File: src/rtl/sta_path_engine.sv
// Critical-path engine: loads a node-delay table and an edge list, runs a Kahn-ordered
// longest-path pass from start_node, then streams the worst delay and the path start..end.
module sta_path_engine #(
  parameter int NUM_NODE = 16,
  parameter int NUM_EDGE = 32,
  parameter int DW       = 4,
  parameter int WW       = 8,
  localparam int IW      = $clog2(NUM_NODE)
) (
  input  logic          clk,
  input  logic          rst_n,
  input  logic          in_valid,
  input  logic [DW-1:0] delay,
  input  logic [IW-1:0] source,
  input  logic [IW-1:0] destination,
  input  logic [IW-1:0] start_node,
  input  logic [IW-1:0] end_node,
  output logic          out_valid,
  output logic [WW-1:0] worst_delay,
  output logic [IW-1:0] path,
  output logic [1:0]    err
);

  localparam int CW = $clog2(NUM_NODE + 1);
  localparam int LW = $clog2(NUM_EDGE);

  typedef enum logic [2:0] {S_IDLE, S_LOAD, S_ACCU, S_TRACE, S_OUT} state_t;

  state_t              state_q, state_d;
  logic [LW-1:0]       cnt_q, cnt_d;
  logic [IW-1:0]       start_q, start_d, end_q, end_d;
  logic [IW-1:0]       cur_q, cur_d, sp_q, sp_d;
  logic [NUM_NODE-1:0] adj_q [NUM_NODE];
  logic [NUM_NODE-1:0] adj_d [NUM_NODE];
  logic [CW-1:0]       indeg_q [NUM_NODE];
  logic [CW-1:0]       indeg_d [NUM_NODE];
  logic [DW-1:0]       delay_q [NUM_NODE];
  logic [DW-1:0]       delay_d [NUM_NODE];
  logic [WW-1:0]       acc_q [NUM_NODE];
  logic [WW-1:0]       acc_d [NUM_NODE];
  logic [IW-1:0]       pred_q [NUM_NODE];
  logic [IW-1:0]       pred_d [NUM_NODE];
  logic [IW-1:0]       stk_q [NUM_NODE];
  logic [IW-1:0]       stk_d [NUM_NODE];
  logic [NUM_NODE-1:0] reached_q, reached_d, pending_q, pending_d;
  logic                out_valid_q, out_valid_d;
  logic [WW-1:0]       worst_q, worst_d;
  logic [IW-1:0]       path_q, path_d;
  logic [1:0]          err_q, err_d;

  logic                found;
  logic [IW-1:0]       cand;
  logic [WW-1:0]       sum;

  always_comb begin
    state_d     = state_q;
    cnt_d       = cnt_q;
    start_d     = start_q;
    end_d       = end_q;
    cur_d       = cur_q;
    sp_d        = sp_q;
    adj_d       = adj_q;
    indeg_d     = indeg_q;
    delay_d     = delay_q;
    acc_d       = acc_q;
    pred_d      = pred_q;
    stk_d       = stk_q;
    reached_d   = reached_q;
    pending_d   = pending_q;
    out_valid_d = out_valid_q;
    worst_d     = worst_q;
    path_d      = path_q;
    err_d       = err_q;
    found       = 1'b0;
    cand        = '0;
    sum         = '0;

    // Burst capture; duplicate edges leave indegree untouched.
    if (in_valid && (state_q == S_IDLE || state_q == S_LOAD)) begin
      if (int'(cnt_q) < NUM_NODE) delay_d[IW'(cnt_q)] = delay;
      if (!adj_q[source][destination]) begin
        adj_d[source][destination] = 1'b1;
        indeg_d[destination]       = indeg_q[destination] + 1'b1;
      end
      cnt_d = cnt_q + 1'b1;
    end

    case (state_q)
      S_IDLE: begin
        if (in_valid) begin
          start_d = start_node;
          end_d   = end_node;
          state_d = S_LOAD;
        end
      end
      S_LOAD: begin
        if (in_valid && cnt_q == LW'(NUM_EDGE - 1)) begin
          cnt_d              = '0;
          pending_d          = '1;
          acc_d[start_q]     = WW'(delay_d[start_q]);
          reached_d[start_q] = 1'b1;
          state_d            = S_ACCU;
        end
      end
      S_ACCU: begin
        for (int i = NUM_NODE - 1; i >= 0; i--) begin
          if (pending_q[i] && indeg_q[i] == '0) begin
            found = 1'b1;
            cand  = IW'(i);
          end
        end
        if (found) begin
          pending_d[cand] = 1'b0;
          for (int j = 0; j < NUM_NODE; j++) begin
            if (adj_q[cand][j]) begin
              indeg_d[j] = indeg_q[j] - 1'b1;
              sum        = acc_q[cand] + WW'(delay_q[j]);
              // Strict compare: on a tie the earlier-processed predecessor stays.
              if (reached_q[cand] && sum > acc_q[j]) begin
                acc_d[j]     = sum;
                pred_d[j]    = cand;
                reached_d[j] = 1'b1;
              end
            end
          end
        end else if (|pending_q || !reached_q[end_q]) begin
          out_valid_d = 1'b1;
          worst_d     = '0;
          path_d      = '0;
          err_d       = (|pending_q) ? 2'd1 : 2'd2;
          sp_d        = '0;
          state_d     = S_OUT;
        end else begin
          cur_d   = end_q;
          sp_d    = '0;
          state_d = S_TRACE;
        end
      end
      S_TRACE: begin
        // The stack holds end..second node; start is emitted directly on entry to OUT.
        if (cur_q == start_q) begin
          out_valid_d = 1'b1;
          path_d      = cur_q;
          worst_d     = acc_q[end_q];
          err_d       = 2'd0;
          state_d     = S_OUT;
        end else begin
          stk_d[sp_q] = cur_q;
          sp_d        = sp_q + 1'b1;
          cur_d       = pred_q[cur_q];
        end
      end
      S_OUT: begin
        if (sp_q == '0) begin
          out_valid_d = 1'b0;
          worst_d     = '0;
          path_d      = '0;
          err_d       = 2'd0;
          cnt_d       = '0;
          reached_d   = '0;
          pending_d   = '0;
          for (int i = 0; i < NUM_NODE; i++) begin
            adj_d[i]   = '0;
            indeg_d[i] = '0;
            delay_d[i] = '0;
            acc_d[i]   = '0;
            pred_d[i]  = '0;
          end
          state_d = S_IDLE;
        end else begin
          sp_d    = sp_q - 1'b1;
          path_d  = stk_q[sp_d];
          worst_d = '0;
        end
      end
      default: state_d = S_IDLE;
    endcase
  end

  always_ff @(posedge clk or negedge rst_n) begin
    if (!rst_n) begin
      state_q     <= S_IDLE;
      cnt_q       <= '0;
      start_q     <= '0;
      end_q       <= '0;
      cur_q       <= '0;
      sp_q        <= '0;
      reached_q   <= '0;
      pending_q   <= '0;
      out_valid_q <= 1'b0;
      worst_q     <= '0;
      path_q      <= '0;
      err_q       <= 2'd0;
      for (int i = 0; i < NUM_NODE; i++) begin
        adj_q[i]   <= '0;
        indeg_q[i] <= '0;
        delay_q[i] <= '0;
        acc_q[i]   <= '0;
        pred_q[i]  <= '0;
        stk_q[i]   <= '0;
      end
    end else begin
      state_q     <= state_d;
      cnt_q       <= cnt_d;
      start_q     <= start_d;
      end_q       <= end_d;
      cur_q       <= cur_d;
      sp_q        <= sp_d;
      reached_q   <= reached_d;
      pending_q   <= pending_d;
      out_valid_q <= out_valid_d;
      worst_q     <= worst_d;
      path_q      <= path_d;
      err_q       <= err_d;
      for (int i = 0; i < NUM_NODE; i++) begin
        adj_q[i]   <= adj_d[i];
        indeg_q[i] <= indeg_d[i];
        delay_q[i] <= delay_d[i];
        acc_q[i]   <= acc_d[i];
        pred_q[i]  <= pred_d[i];
        stk_q[i]   <= stk_d[i];
      end
    end
  end

  assign out_valid   = out_valid_q;
  assign worst_delay = worst_q;
  assign path        = path_q;
  assign err         = err_q;

endmodule

File: config.mk
export PLATFORM = sky130hd
export DESIGN_NAME = sta_path_engine
export DESIGN_NICKNAME = d
export VERILOG_FILES = /design/src/rtl/sta_path_engine.sv
export SDC_FILE = /design/constraint.sdc
export NUM_CORES = 2
export LEC_CHECK = 0
export CAP_MARGIN = 20
export CORE_MARGIN = 8
export CORE_UTILIZATION = 45
export CTS_CLUSTER_DIAMETER = 100
export DETAILED_ROUTE_END_ITERATION = 12
export HOLD_SLACK_MARGIN = 0.1
export PLACE_DENSITY_LB_ADDON = 0.05
export SETUP_SLACK_MARGIN = 0.4
export SLEW_MARGIN = 0
export SYNTH_ARGS = -nofsm -noshare
export SYNTH_HDL_FRONTEND = slang
export SYNTH_SLANG_ARGS = --single-unit
File: constraint.sdc
create_clock -name clk -period 21 [get_ports clk]
set_clock_uncertainty 0.05 [all_clocks]
set_input_delay 2.1 -clock clk [delete_from_list [all_inputs] [get_ports clk]]
set_output_delay 2.1 -clock clk [all_outputs]
set_load 0.02 [all_outputs]
==> impl_metrics.yaml <==
run_status:
  status: "finished, final reports clean"
worst_setup_path:
  reg2reg_depth: 29
  cpMaxStageDelayCell: "o21ai_0"
  r2r_end: "pred_q[33]$_DFFE_PN0P_"
  cp.required_ns: 21.52
  cp-start-kind: "register"
  arrival_ns: 10.14
  slowest_delay_ns: 0.95
  timing.rr.start: "indeg_q[75]$_DFF_PN0_"
  worstSetupPathType: "reg2reg"
  rrSetupSlack_ns: 11.39
  cp-end-kind: "register"
  critPathMaxFanout: 31
run:
  cap_violations: 0
floorplan:
  die_x_microns: 336
  die_h_microns: 336
  ioPinCount: 38
  start_util: 0.454
  num_rows: 117
  core_area_sq_um: 102000
  die_area_sq_um: 113000
min_path:
  min_path_type: "reg2reg"
  min_path_cells: 2
  hp-start: "path[1]$_DFFE_PN0P_"
  min_to: "path[1]$_DFFE_PN0P_"
detailed_routing:
  wl_met3_microns: 19800
  met1_length_microns: 78200
  drt_wl_total_microns: 187000
  drc: 0
  drt-wirelength-per-cell_microns: 30.7
  top_layer_used: "met5"
  ant_nets: 0
  met2_length_microns: 80700
  viasPerCell: 6.49
  drtIter0Drc: 4775
  vias: 39612
  dr.pass1.iters: 8
placed_design:
  io_buffers: 37
  gp_congestion: 0.956
  hpwl_microns: 130000
  dpl_worst_slack_ns: 11.81
global_routing:
  grt_antenna_before_repair: 8
  grt_pass1_vias: 38493
  track_usage: 0.327
  grt_pass1_wl_microns: 275000
  grt_max_degree: 214
  grt-ovfl-total: 0
sta:
  setup_viol: 0
  whs_ns: 0.426
  layout_setup_ws_ns: 11.39
  drv_slew: 0
  fmaxAchievable_mhz: 104
  worstMarginPinSlew_ns: 1.41
  rsz0062_at_grt: "false"
  finalHoldViolations: 0
  finalCritPeriodShare: 0.458
  setup_tns_ns: 0
  fin_crit_ns: 9.61
  max_slew_margin: 0.0570
clock_network:
  hold_buffers: 0
  clock_latency_ns: 0.69
  postCtsSetupRepairBufs: 0
  cts_tree: "built"
  cts-root-buf: "clkbuf_16"
  clk_pin_slew_ns: 0.06
  clock-sinks: 727
  htreeDepth: 3
  cts-buffers-inserted: 86
  clockBufferDepth: 3
  cts_resized: 0
logic_synthesis:
  synth-simple-area-share: 0.137
  synth_top_area_frac: 0.394
  synth_largest_area_cell: "dfrtp_1"
  netlist_top_cells_area: "dfrtp_1 39%, mux4_2 9.7%, ha_1 6.3%, a21oi_1 4.8%, nor2_1 4.2%"
  syn-mean-instance-area_sq_um: 9.79
  ys.flop_type: "dfrtp_1"
  syn_nets: 4993
  yosysSeqAreaShare: 0.394
  synth_mux_area_frac: 0.161
  syn_inst: 4720
  post_synth_xor_area_fraction: 0.0214
  ys_warn_count: 0
  ys_seq_elements: 727
  yosysUniqueCellTypes: 106
  synth_top_family_by_area: "compound AO/OA/AOI/OAI gates"
  synth_fa_ha_area_frac: 0.0703
  synth_edf_count: 0
  netlist_area_sq_um: 46200
  async_flop_share: 1.00
  synth_compound_area_frac: 0.167
layout:
  fillers: 9596
  final_common_cell: "dfrtp_1"
  fin_util: 0.502
  layout-drive-gt1-share: 0.162
  layout.nets: 4945
  final_cell_mix: "724 x dfrtp_1, 504 x nor2_1, 444 x a21oi_1, 318 x nand2_1, 256 x inv_1"
  syn_to_final_growth_pct: 10.8
==> worst max path at each step <==
stage / startpoint / to
after floorplan: indeg_q[40]$_DFF_PN0_ / acc_q[88]$_DFFE_PN0P_
after global placement: indeg_q[75]$_DFF_PN0_ / acc_q[0]$_DFFE_PN0P_
after detailed placement: indeg_q[75]$_DFF_PN0_ / reached_q[12]$_DFFE_PN0P_
after CTS: indeg_q[75]$_DFF_PN0_ / reached_q[12]$_DFFE_PN0P_
after global routing: indeg_q[75]$_DFF_PN0_ / reached_q[12]$_DFFE_PN0P_
final: indeg_q[75]$_DFF_PN0_ / pred_q[33]$_DFFE_PN0P_
==> state kept, by name (all words and copies together) (netlist names), 8 cells and up <==
| signal | cells |
|---|---|
| acc_q | 128 |
| stk_q | 64 |
| delay_q | 64 |
| indeg_q | 80 |
| pending_q | 16 |
| reached_q | 16 |
| pred_q | 64 |
| adj_q | 256 |
| worst_delay | 8 |
==> cell usage after synthesis (10+ instances only) <==
cell      number
nand4_1       26
a21oi_1      446
inv_1        256
buf_2         67
o22a_1        10
mux4_2       200
a22o_1        15
or4_1         11
nor3_1        83
a211oi_1      40
nor3b_1       28
nand2b_1      53
ha_1         234
o22ai_1      139
or2_2         14
nor4_1        31
xnor2_1       56
nand3b_1      10
a32o_1        15
o221ai_1      20
and3_1        19
a32oi_1       21
o21a_1        24
mux2_2       157
nand2_1      319
xor2_1        57
a21o_1        38
a22oi_1       21
buf_1         30
nor2b_1       47
fa_1          16
a221o_1       20
o211ai_1      15
o21ai_0      254
clkbuf_1     216
and2_1        14
nor2_1       521
or3_1         15
mux2i_1      115
nand3_1      116
dfrtp_1      727
o32ai_1       15
a211o_1       13
a221oi_1      12
==> metrics by stage <==
stage	cells	area, sq um
final	6104	51200
after global routing	6101	51200
after CTS	6098	51100
after detailed placement	5949	48400
after global placement	5945	48300
after floorplan	4720	46200
==> per-layer routing <==
metal	GRT usage	vias up
li1	-	17161
met1	0.457	19985
met2	0.482	2052
met3	0.0839	406
met4	0.132	8
met5	0.00723	-
==> kinds of logic after synthesis <==
| group | after synthesis |
|---|---|
| and+or+nand+nor | 1352 |
| AOI/OAI and AO/OA | 1226 |
| DFF | 727 |
| buffers and inverters | 580 |
| muxes | 472 |
| adders and majority gates | 250 |
| xor gates and xnor gates | 113 |
==> final cells by class <==
cell class	instances	area, sq um	share of cell area
Timing Repair Buffer	187	1530	0.0299
Tap cell	1368	1710	0.0334
Inverter	257	965	0.0188
Clock inverter	23	218	0.00425
Sequential cell	727	18200	0.355
Clock buffer	126	2570	0.0502
Antenna cell	3	7.51	0.000147
Multi-Input combinational cell	3413	26000	0.508
==> critical path: cells and delay by family, from the launching register on <==
family                   cells  cell delay, ns
AO/OA/AOI/OAI                9            2.44
XOR/XNOR                     1            0.18
adder cells (fa/ha/maj)      4            1.19
buffers and inverters        4            1.07
flip-flops                   1            0.38
multiplexers                 1            0.36
AND/OR/NAND/NOR             10            3.76
Power is left out: the tool's default activity adds up to more than one toggle a clock period on the data nets, which glitch-free logic cannot reach.
